<file path="config.mk">
export PLATFORM = sky130hd
export DESIGN_NAME = pc_sequencer
export DESIGN_NICKNAME = d
export VERILOG_FILES = /design/src/rtl/pc_seq_pkg.sv /design/src/rtl/pc_sequencer_branch_cond.sv /design/src/rtl/pc_sequencer.sv
export SDC_FILE = /design/constraint.sdc
export NUM_CORES = 1
export LEC_CHECK = 0
export CORE_AREA = 4 4 41 43
export DETAILED_ROUTE_END_ITERATION = 16
export DIE_AREA = 0 0 45 47
export PLACE_DENSITY = 0.64
export SLEW_MARGIN = 25
export SYNTH_ARGS = -nofsm -noshare
export SYNTH_HDL_FRONTEND = slang
export SYNTH_SLANG_ARGS = --single-unit
</file>
<file path="constraint.sdc">
create_clock -name CLK -period 1.47 [get_ports CLK]
set_input_delay 0.2205 -clock CLK [delete_from_list [all_inputs] [get_ports CLK]]
set_output_delay 0.2205 -clock CLK [all_outputs]
set_load 0.1 [all_outputs]
</file>
<file path="src/rtl/pc_seq_pkg.sv">
// Shared encodings for the RAT MCU program-counter sequencer: FSM states, PC mux selects, opcodes.
// Latency: n/a (declarations only).
// Backpressure: n/a.
package pc_seq_pkg;

    typedef enum logic [1:0] {
        ST_INIT  = 2'd0,
        ST_FETCH = 2'd1,
        ST_EXEC  = 2'd2,
        ST_INTR  = 2'd3
    } state_t;

    localparam logic [1:0] MUX_IR  = 2'd0;
    localparam logic [1:0] MUX_STK = 2'd1;
    localparam logic [1:0] MUX_ISR = 2'd2;

    // Opcode is {IR[17:13], IR[1:0]}
    localparam logic [6:0] OP_BRN   = 7'b0010000;
    localparam logic [6:0] OP_CALL  = 7'b0010001;
    localparam logic [6:0] OP_BREQ  = 7'b0010010;
    localparam logic [6:0] OP_BRNE  = 7'b0010011;
    localparam logic [6:0] OP_BRCS  = 7'b0010100;
    localparam logic [6:0] OP_BRCC  = 7'b0010101;
    localparam logic [6:0] OP_RET   = 7'b0110010;
    localparam logic [6:0] OP_SEI   = 7'b0110100;
    localparam logic [6:0] OP_CLI   = 7'b0110101;
    localparam logic [6:0] OP_RETID = 7'b0110110;
    localparam logic [6:0] OP_RETIE = 7'b0110111;

endpackage

</file>
<file path="src/rtl/pc_sequencer_branch_cond.sv">
// Branch decode: flags a branch opcode and whether its C/Z condition holds.
// Latency: combinational.
// Backpressure: none.
module branch_cond
    import pc_seq_pkg::*;
(
    input  logic [6:0] OPCODE,
    input  logic       C_FLAG,
    input  logic       Z_FLAG,
    output logic       is_branch,
    output logic       taken
);

    always_comb begin
        is_branch = 1'b1;
        taken     = 1'b0;
        case (OPCODE)
            OP_BRN:  taken = 1'b1;
            OP_BREQ: taken = Z_FLAG;
            OP_BRNE: taken = ~Z_FLAG;
            OP_BRCS: taken = C_FLAG;
            OP_BRCC: taken = ~C_FLAG;
            default: is_branch = 1'b0;
        endcase
    end

endmodule

</file>
<file path="src/rtl/pc_sequencer.sv">
// Fetch/exec sequencer driving PC load/inc/reset, PC mux, stack pointer and scratch writes; services interrupts.
// Latency: 2 cycles per instruction, +1 cycle for interrupt entry after the detecting EXEC.
// Backpressure: none; INT is latched into int_pend until the INTR state consumes it.
module pc_sequencer
    import pc_seq_pkg::*;
(
    input  logic       CLK,
    input  logic       RST,
    input  logic [6:0] OPCODE,
    input  logic       C_FLAG,
    input  logic       Z_FLAG,
    input  logic       INT,
    output logic       PC_RST,
    output logic       PC_LD,
    output logic       PC_INC,
    output logic [1:0] PC_MUX_SEL,
    output logic       SP_INCR,
    output logic       SP_DECR,
    output logic       SCR_WE,
    output logic       SCR_DATA_SEL,
    output logic       I_FLAG
);

    state_t state;
    logic   int_pend;
    logic   is_branch;
    logic   taken;

    branch_cond u_branch_cond (
        .OPCODE    (OPCODE),
        .C_FLAG    (C_FLAG),
        .Z_FLAG    (Z_FLAG),
        .is_branch (is_branch),
        .taken     (taken)
    );

    always_ff @(posedge CLK) begin
        if (!RST) begin
            state    <= ST_INIT;
            I_FLAG   <= 1'b0;
            int_pend <= 1'b0;
        end else begin
            // A request arriving during INTR must survive the clear.
            if (INT)
                int_pend <= 1'b1;
            else if (state == ST_INTR)
                int_pend <= 1'b0;

            case (state)
                ST_INIT:  state <= ST_FETCH;
                ST_FETCH: state <= ST_EXEC;
                ST_EXEC: begin
                    state <= (int_pend && I_FLAG) ? ST_INTR : ST_FETCH;
                    case (OPCODE)
                        OP_SEI, OP_RETIE: I_FLAG <= 1'b1;
                        OP_CLI, OP_RETID: I_FLAG <= 1'b0;
                        default:          ;
                    endcase
                end
                ST_INTR: begin
                    state  <= ST_FETCH;
                    I_FLAG <= 1'b0;
                end
                default: state <= ST_INIT;
            endcase
        end
    end

    always_comb begin
        PC_RST       = 1'b0;
        PC_LD        = 1'b0;
        PC_INC       = 1'b0;
        PC_MUX_SEL   = MUX_IR;
        SP_INCR      = 1'b0;
        SP_DECR      = 1'b0;
        SCR_WE       = 1'b0;
        SCR_DATA_SEL = 1'b0;
        case (state)
            ST_INIT:  PC_RST = 1'b1;
            ST_FETCH: PC_INC = 1'b1;
            ST_EXEC: begin
                if (is_branch) begin
                    PC_LD = taken;
                end else begin
                    case (OPCODE)
                        OP_CALL: begin
                            PC_LD        = 1'b1;
                            SCR_WE       = 1'b1;
                            SCR_DATA_SEL = 1'b1;
                            SP_DECR      = 1'b1;
                        end
                        OP_RET, OP_RETIE, OP_RETID: begin
                            PC_LD      = 1'b1;
                            PC_MUX_SEL = MUX_STK;
                            SP_INCR    = 1'b1;
                        end
                        default: ;
                    endcase
                end
            end
            ST_INTR: begin
                PC_LD        = 1'b1;
                PC_MUX_SEL   = MUX_ISR;
                SCR_WE       = 1'b1;
                SCR_DATA_SEL = 1'b1;
                SP_DECR      = 1'b1;
            end
            default: ;
        endcase
    end

endmodule
</file>
==> out/metrics.csv, run 1 <==
stage,metric,value,unit
synth,ys_seq_area_share,22.9,%
grt,grt.total_usage,12.9,%
floorplan,core_area,1300,sq um
grt,antenna_found_initial,0,
floorplan,dieArea,2120,sq um
power_and_ir_drop,power,0.549,mW
placed_design,dpl_cell_area,843,sq um
timing,worstMarginPinSlew,0.322,ns
floorplan,rows,13,
cts,clock_sinks,4,
finish,num-fill-cells,98,
cts,clockBufferDepth,2,
finish,nets,94,
cts,cts-hold-fix-buffers,0,
timing,finalSetupViolCount,6,
floorplan,die_h,47,microns
cts,clock_latency,0.23,ns
grt,grt_first_pass_wirelength,1930,microns
timing,fmax,629,MHz
synth,synthesis.area,349,sq um
cts,cts_buffers,3,
synth,yosysUniqueCellTypes,29,
route,wire_per_inst,13.4,microns
setup_path,cp-end-kind,output pin,
cts,clk_pin_slew,0.04,ns
finish,area_delta_synth_final,170,%
route,drtAntennaViolNets,0,
outcome,violations,setup timing,
timing,min_period,1.59,ns
finish,drive_gt1_share,67.5,%
route,dr.pass1.iters,2,
synth,synth_top_family_by_area,simple AND/OR/NAND/NOR gates,
synth,synth_xor_xnor_area_share,5.02,%
timing,rsz0062_at_grt,yes,
synth,ys_ff_latch,4,
synth,yosys.area_share.adder,0,%
cts,cts-root-buf,clkbuf_4,
setup_path,crit_fanout,3,
power_and_ir_drop,max-vdd-ir-drop,0.459,mV
floorplan,start_util,26.8,%
setup_path,required,1.25,ns
placed_design,dp_hpwl,996,microns
grt,grt_overflow,0,
finish,antennaDiodeCount,0,
synth,synthSimpleGateAreaFrac,37.6,%
grt,grt_max_degree,9,
finish,final_common_cell,buf_4,
worst_hold_path,min_path_type,reg -> reg,
power_and_ir_drop,p_leak,0.383,nW
setup_path,cp-start-kind,primary input,
timing,worst_slack,-0.121,ns
timing,maxSlewHeadroom,78.6,%
route,drcViolationCount,0,
route,drtIter0Drc,1,
cts,cts_tree,done,
finish,final_cell_mix,"12 x buf_4, 10 x buf_12, 8 x buf_6, 3 x nand2_1, 3 x clkbuf_4",
synth,synth_compound_gate_area_share,23.3,%
timing,report.final.slew_viol_count,0,
setup_path,arrival,1.37,ns
route,drt-vias-per-instance,4.74,
grt,grt_pass1_vias,431,
synth,synth_mux_area_share,0,%
finish,final_area,943,sq um
floorplan,ios,22,
synth,avgSynthCellArea,7.93,sq um
synth,netlist_instances,44,
job,max_cap_violations,0,
outcome,status,"finished, violations left",
setup_path,critPathKind,in -> out,
timing,holdWs,0.494,ns
placed_design,port_buffers,21,
placed_design,place_congestion,0.712,
power_and_ir_drop,power.density,581,nW/um^2
route,drt_wl_total,1280,microns
route,vias,450,
synth,yosys_warnings,0,
synth,syn_nets,56,
cts,h-tree-depth,1,
timing,skew,0.00112,ns
floorplan,die_w,45,microns
placed_design,pre_cts_slack,-0.485,ns
timing,finalHoldViolCount,0,
timing,fin_crit_sh,108,%
synth_stat cells:
| cell type | n | share of area [%] |
|---|---|---|
| xor2_1 | 1 | 2.5 |
| nor3b_1 | 1 | 2.2 |
| a2111oi_0 | 1 | 2.5 |
| buf_4 | 2 | 4.3 |
| o21ai_0 | 1 | 1.4 |
| and2_1 | 1 | 1.8 |
| a21oi_1 | 2 | 2.9 |
| a21boi_1 | 2 | 4.3 |
| nor4_1 | 2 | 3.6 |
| nor3_1 | 2 | 2.9 |
| or3_4 | 1 | 3.2 |
| nand2_1 | 3 | 3.2 |
| o211ai_1 | 1 | 2.2 |
| buf_2 | 1 | 1.4 |
| nand4b_1 | 1 | 2.5 |
| a2111oi_4 | 1 | 7.9 |
| o21a_1 | 1 | 2.2 |
| inv_2 | 1 | 1.1 |
| xnor2_1 | 1 | 2.5 |
| clkbuf_1 | 1 | 1.1 |
| nand2b_1 | 2 | 3.6 |
| nor2b_1 | 1 | 1.8 |
| and4b_1 | 1 | 2.9 |
| inv_1 | 3 | 3.2 |
| nand3_1 | 3 | 4.3 |
| nor2_1 | 1 | 1.1 |
| dfxtp_1 | 4 | 23 |
| or3b_1 | 1 | 2.5 |
| or2b_1 | 1 | 2.2 |
critical path: stages:
cell,delay [ns]
buf_6,0.09
buf_6,0.10
nor3b_4,0.28
o21ai_4,0.11
nor4_4,0.34
buf_12,0.21
through the flow:
stage / util [%] / TNS (ns) / cells
after floorplan: - / -0.959 / 44
after global placement: 64.8 / -2.53 / 89
after detailed placement: 64.8 / -2.72 / 89
after CTS: 67.9 / -0.584 / 91
after global routing: 72.5 / -0.712 / 95
final: 72.5 / -0.382 / 95
registers in the layout, summed over array words and instances, names as in the netlist:
| name | count |
|---|---|
| state | 2 |
| I_FLAG | 1 |
| int_pend | 1 |
area by class of cell:
class / instances / area [sq um] / share of cell area (%)
inverter: 4 / 15.0 / 1.59
clock buffer: 3 / 22.5 / 2.39
tap: 15 / 18.8 / 1.99
multi-input combinational: 32 / 364 / 38.6
timing repair buffer: 37 / 438 / 46.4
sequential: 4 / 85.1 / 9.02
where the power goes:
part / internal, mW / switching [mW] / total [mW]
logic: 0.129 / 0.157 / 0.287
registers: 0.116 / 0.0114 / 0.127
clock network: 0.0912 / 0.0437 / 0.135
total: 0.336 / 0.212 / 0.549
worst paths after layout:
| path | start | endpoint | slack [ns] | depth (start not counted) |
|---|---|---|---|---|
| max reg2reg | state[0] | I_FLAG | 0.31 | 5 |
| min | int_pend | state[1] | 0.49 | 2 |
| min reg2reg | int_pend | state[1] | 0.49 | 2 |
| max | OPCODE[3] | PC_LD | -0.12 | 6 |
kinds of logic (layout without fill, tap and decap cells):
group,count (synthesis),count (layout)
AND/OR/NAND/NOR,21,21
AO/OA/AOI/OAI,9,9
buffers and inverters,8,44
flip-flops,4,4
XOR/XNOR,2,2
per-layer routing:
metal	track usage [%]	wire length (microns)
met3	2.68	75
met5	0	0
met1	15.0	509
met2	21.2	663
met4	8.77	28
timing repair:
| action | CTS | global route |
|---|---|---|
| setup buffers | 0 | 4 |
| setup endpoints to repair | 7 | 6 |
| pin swaps | 11 | 5 |
| resized for setup | 39 | 7 |
No activity file was read; power rests on OpenSTA's default activity.
==> inputs of run 2 (changes only) <==
Clock period 1.47 ns to 2 ns, I/O delays scaled along.
==> run 2 against run 1 <==
Net effect: the run now ends clean; die area stayed put; sequential share of layout area grew 1.3 points; clock power decreased by 24%; global-route usage is 0.94 points lower; clock-buffer cell count unchanged; combinational power down 41%; register-to-register slack improved by 0.68 ns; sequential power fell by 27%; largest power group unchanged.
==> out/metrics.csv, run 2 (synthesized netlist as in run 1, its figures left out) <==
stage,metric,value,unit,change
outcome,status,completed,,
route,drtIter0Drc,4,,+3
power_and_ir_drop,clock_power_share,28.2,%,+3.6 points
floorplan,core_area,1300,sq um,unchanged
timing,fmax,511,MHz,
setup_path,required,1.70,ns,+0.45 ns
finish,num-fill-cells,121,,+23%
finish,fin_util,59.8,%,-13 points
cts,clock_latency,0.24,ns,about the same
timing,finalHoldViolCount,0,,unchanged
setup_path,critPathKind,in -> out,,
finish,final_area,778,sq um,-18%
route,dr.pass1.iters,3,,+1
floorplan,die_h,47,microns,unchanged
job,max_cap_violations,0,,unchanged
power_and_ir_drop,cell_internal_pwr,0.224,mW,-33%
setup_path,slowest_delay,0.41,ns,+0.07 ns
grt,antenna_found_initial,0,,unchanged
route,drcViolationCount,0,,unchanged
route,drt_wl_total,1050,microns,-18%
grt,grt_pass1_vias,395,,-8.4%
timing,rsz0062_at_grt,no,,
finish,antennaDiodeCount,0,,unchanged
power_and_ir_drop,max-vdd-ir-drop,0.400,mV,-13%
power_and_ir_drop,p_sw_share,38.4,%,-0.30 points
power_and_ir_drop,p_leak,0.330,nW,-14%
power_and_ir_drop,p_comb_share,46.3,%,-5.9 points
cts,cts-root-buf,clkbuf_4,,
cts,clk_pin_slew,0.04,ns,about the same
cts,post_cts_buffers,0,,unchanged
power_and_ir_drop,power_switching,0.140,mW,-34%
finish,nets,88,,-6.4%
setup_path,cp-end-kind,output pin,,
route,drt-vias-per-instance,4.70,,-0.85%
timing,report.final.slew_viol_count,0,,unchanged
finish,final_common_cell,buf_4,,
cts,cts-hold-fix-buffers,0,,unchanged
floorplan,dieArea,2120,sq um,unchanged
power_and_ir_drop,power.density,468,nW/um^2,-19%
cts,clockBufferDepth,2,,unchanged
finish,largest_reg_flops,2,,unchanged
grt,grt_first_pass_wirelength,1750,microns,-9.4%
finish,area_delta_synth_final,123,%,
setup_path,startpoint,OPCODE[6],,
cts,clock_sinks,4,,unchanged
placed_design,port_buffers,21,,unchanged
timing,worstMarginPinSlew,0.347,ns,+0.0257 ns
timing,fin_crit_sh,97.8,%,
cts,h-tree-depth,1,,unchanged
timing,maxSlewHeadroom,76.8,%,-1.7 points
finish,largest_registers,"state (2), I_FLAG (1), int_pend (1)",,
floorplan,ios,22,,unchanged
finish,multi_input_area,275,sq um,-24%
setup_path,cp_cell_sequence,"dlygate4sd2_1, or3b_4, nor4_2, o21a_2, buf_12",,
floorplan,die_w,45,microns,unchanged
grt,grt.total_usage,11.9,%,-0.94 points
route,vias,418,,-7.1%
route,drtAntennaViolNets,0,,unchanged
grt,grt_overflow,0,,unchanged
timing,holdWs,0.506,ns,+0.0118 ns
placed_design,place_congestion,0.724,,+1.6%
finish,regArea,80.1,sq um,-5.9%
timing,worst_slack,0.0436,ns,+0.165 ns
timing,finalSetupViolCount,0,,-6
power_and_ir_drop,pwr-share-seq,25.5,%,+2.3 points
setup_path,slowest_stage,or3b_4,,
floorplan,rows,13,,unchanged
placed_design,dpl_cell_area,743,sq um,-12%
finish,regMostFlops,state,,
placed_design,pre_cts_slack,-0.110,ns,+0.375 ns
finish,final_cell_mix,"11 x buf_4, 9 x buf_12, 7 x dlygate4sd2_1, 4 x dfxtp_1",,
setup_path,r2r_start,state[0],,
floorplan,start_util,26.8,%,unchanged
timing,skew,0.00243,ns,+0.00131 ns
timing,min_period,1.96,ns,
cts,cts_buffers,3,,unchanged
grt,grt_max_degree,10,,+1
worst_hold_path,worstHoldStart,int_pend,,
route,wire_per_inst,11.7,microns,-13%
setup_path,cp-start-kind,primary input,,
setup_path,arrival,1.66,ns,+0.29 ns
setup_path,crit_fanout,3,,unchanged
worst_hold_path,min_path_type,reg -> reg,,
finish,drive_gt1_share,45.9,%,-22 points
cts,cts_tree,done,,
placed_design,dp_hpwl,749,microns,-25%
==> run 2: cell types whose count changed in the layout (fill, tap and decap cells not counted), moves of 2 or more <==
cell | before | now
buf_6 | 8 | 0
buf_2 | 2 | 0
nor3_4 | 2 | 0
nor3_2 | 0 | 2
dlygate4sd2_1 | 2 | 7
dfxtp_1 | 2 | 4
==> run 2: timing repair <==
| item | 4_1_cts | 5_1_grt |
|---|---|---|
| endpoints found under the setup margin | 6 | 6 |
| gates resized for setup | 11 | 2 |
| pin swaps | 7 | 1 |
| hold endpoints to repair | 0 | 0 |
==> run 2: metrics by stage <==
stage	cells	total power, mW	setup TNS, ns
finish	89	0.364	0
global route	89	0.382	0
CTS	89	0.370	0
detailed placement	86	0.263	-0.387
global placement	86	0.263	-0.394
floorplan	44	0.184	-0.675
==> run 2: final timing paths <==
path | slack (ns) | cells past startpoint | endpoint
max | 0.04 | 5 | SCR_DATA_SEL
min | 0.51 | 2 | int_pend
max reg2reg | 0.99 | 3 | I_FLAG
min reg2reg | 0.51 | 2 | int_pend
==> run 2: layout make-up <==
class | count | share of cell area, %
Tap cell | 15 | 2.41
Inverter | 4 | 1.93
Sequential cell | 4 | 10.3
Timing Repair Buffer | 31 | 47.1
Clock buffer | 3 | 2.89
Multi-Input combinational cell | 32 | 35.4
==> run 2: routing by layer <==
metal / wire length, microns / up-vias / global-route usage, %
met4: 31 / 0 / 10.5
li1: - / 217 / -
met3: 102 / 4 / 3.45
met5: 0 / - / 0
met2: 496 / 17 / 18.1
met1: 414 / 180 / 13.7
==> run 2: worst max-delay path: cells and delay by family <==
family	cells	cell delay [ns]
buffers and inverters	2	0.46
AND/OR/NAND/NOR	2	0.65
AO/OA/AOI/OAI	1	0.24
==> run 2: power groups by stage <==
stage	registers (mW)	clock network, mW	logic (mW)
after global routing	0.0932	0.111	0.177
final	0.0928	0.103	0.169
after detailed placement	0.0940	0	0.169
after CTS	0.0928	0.109	0.168
after floorplan	0.0877	0	0.0961
after global placement	0.0938	0	0.169
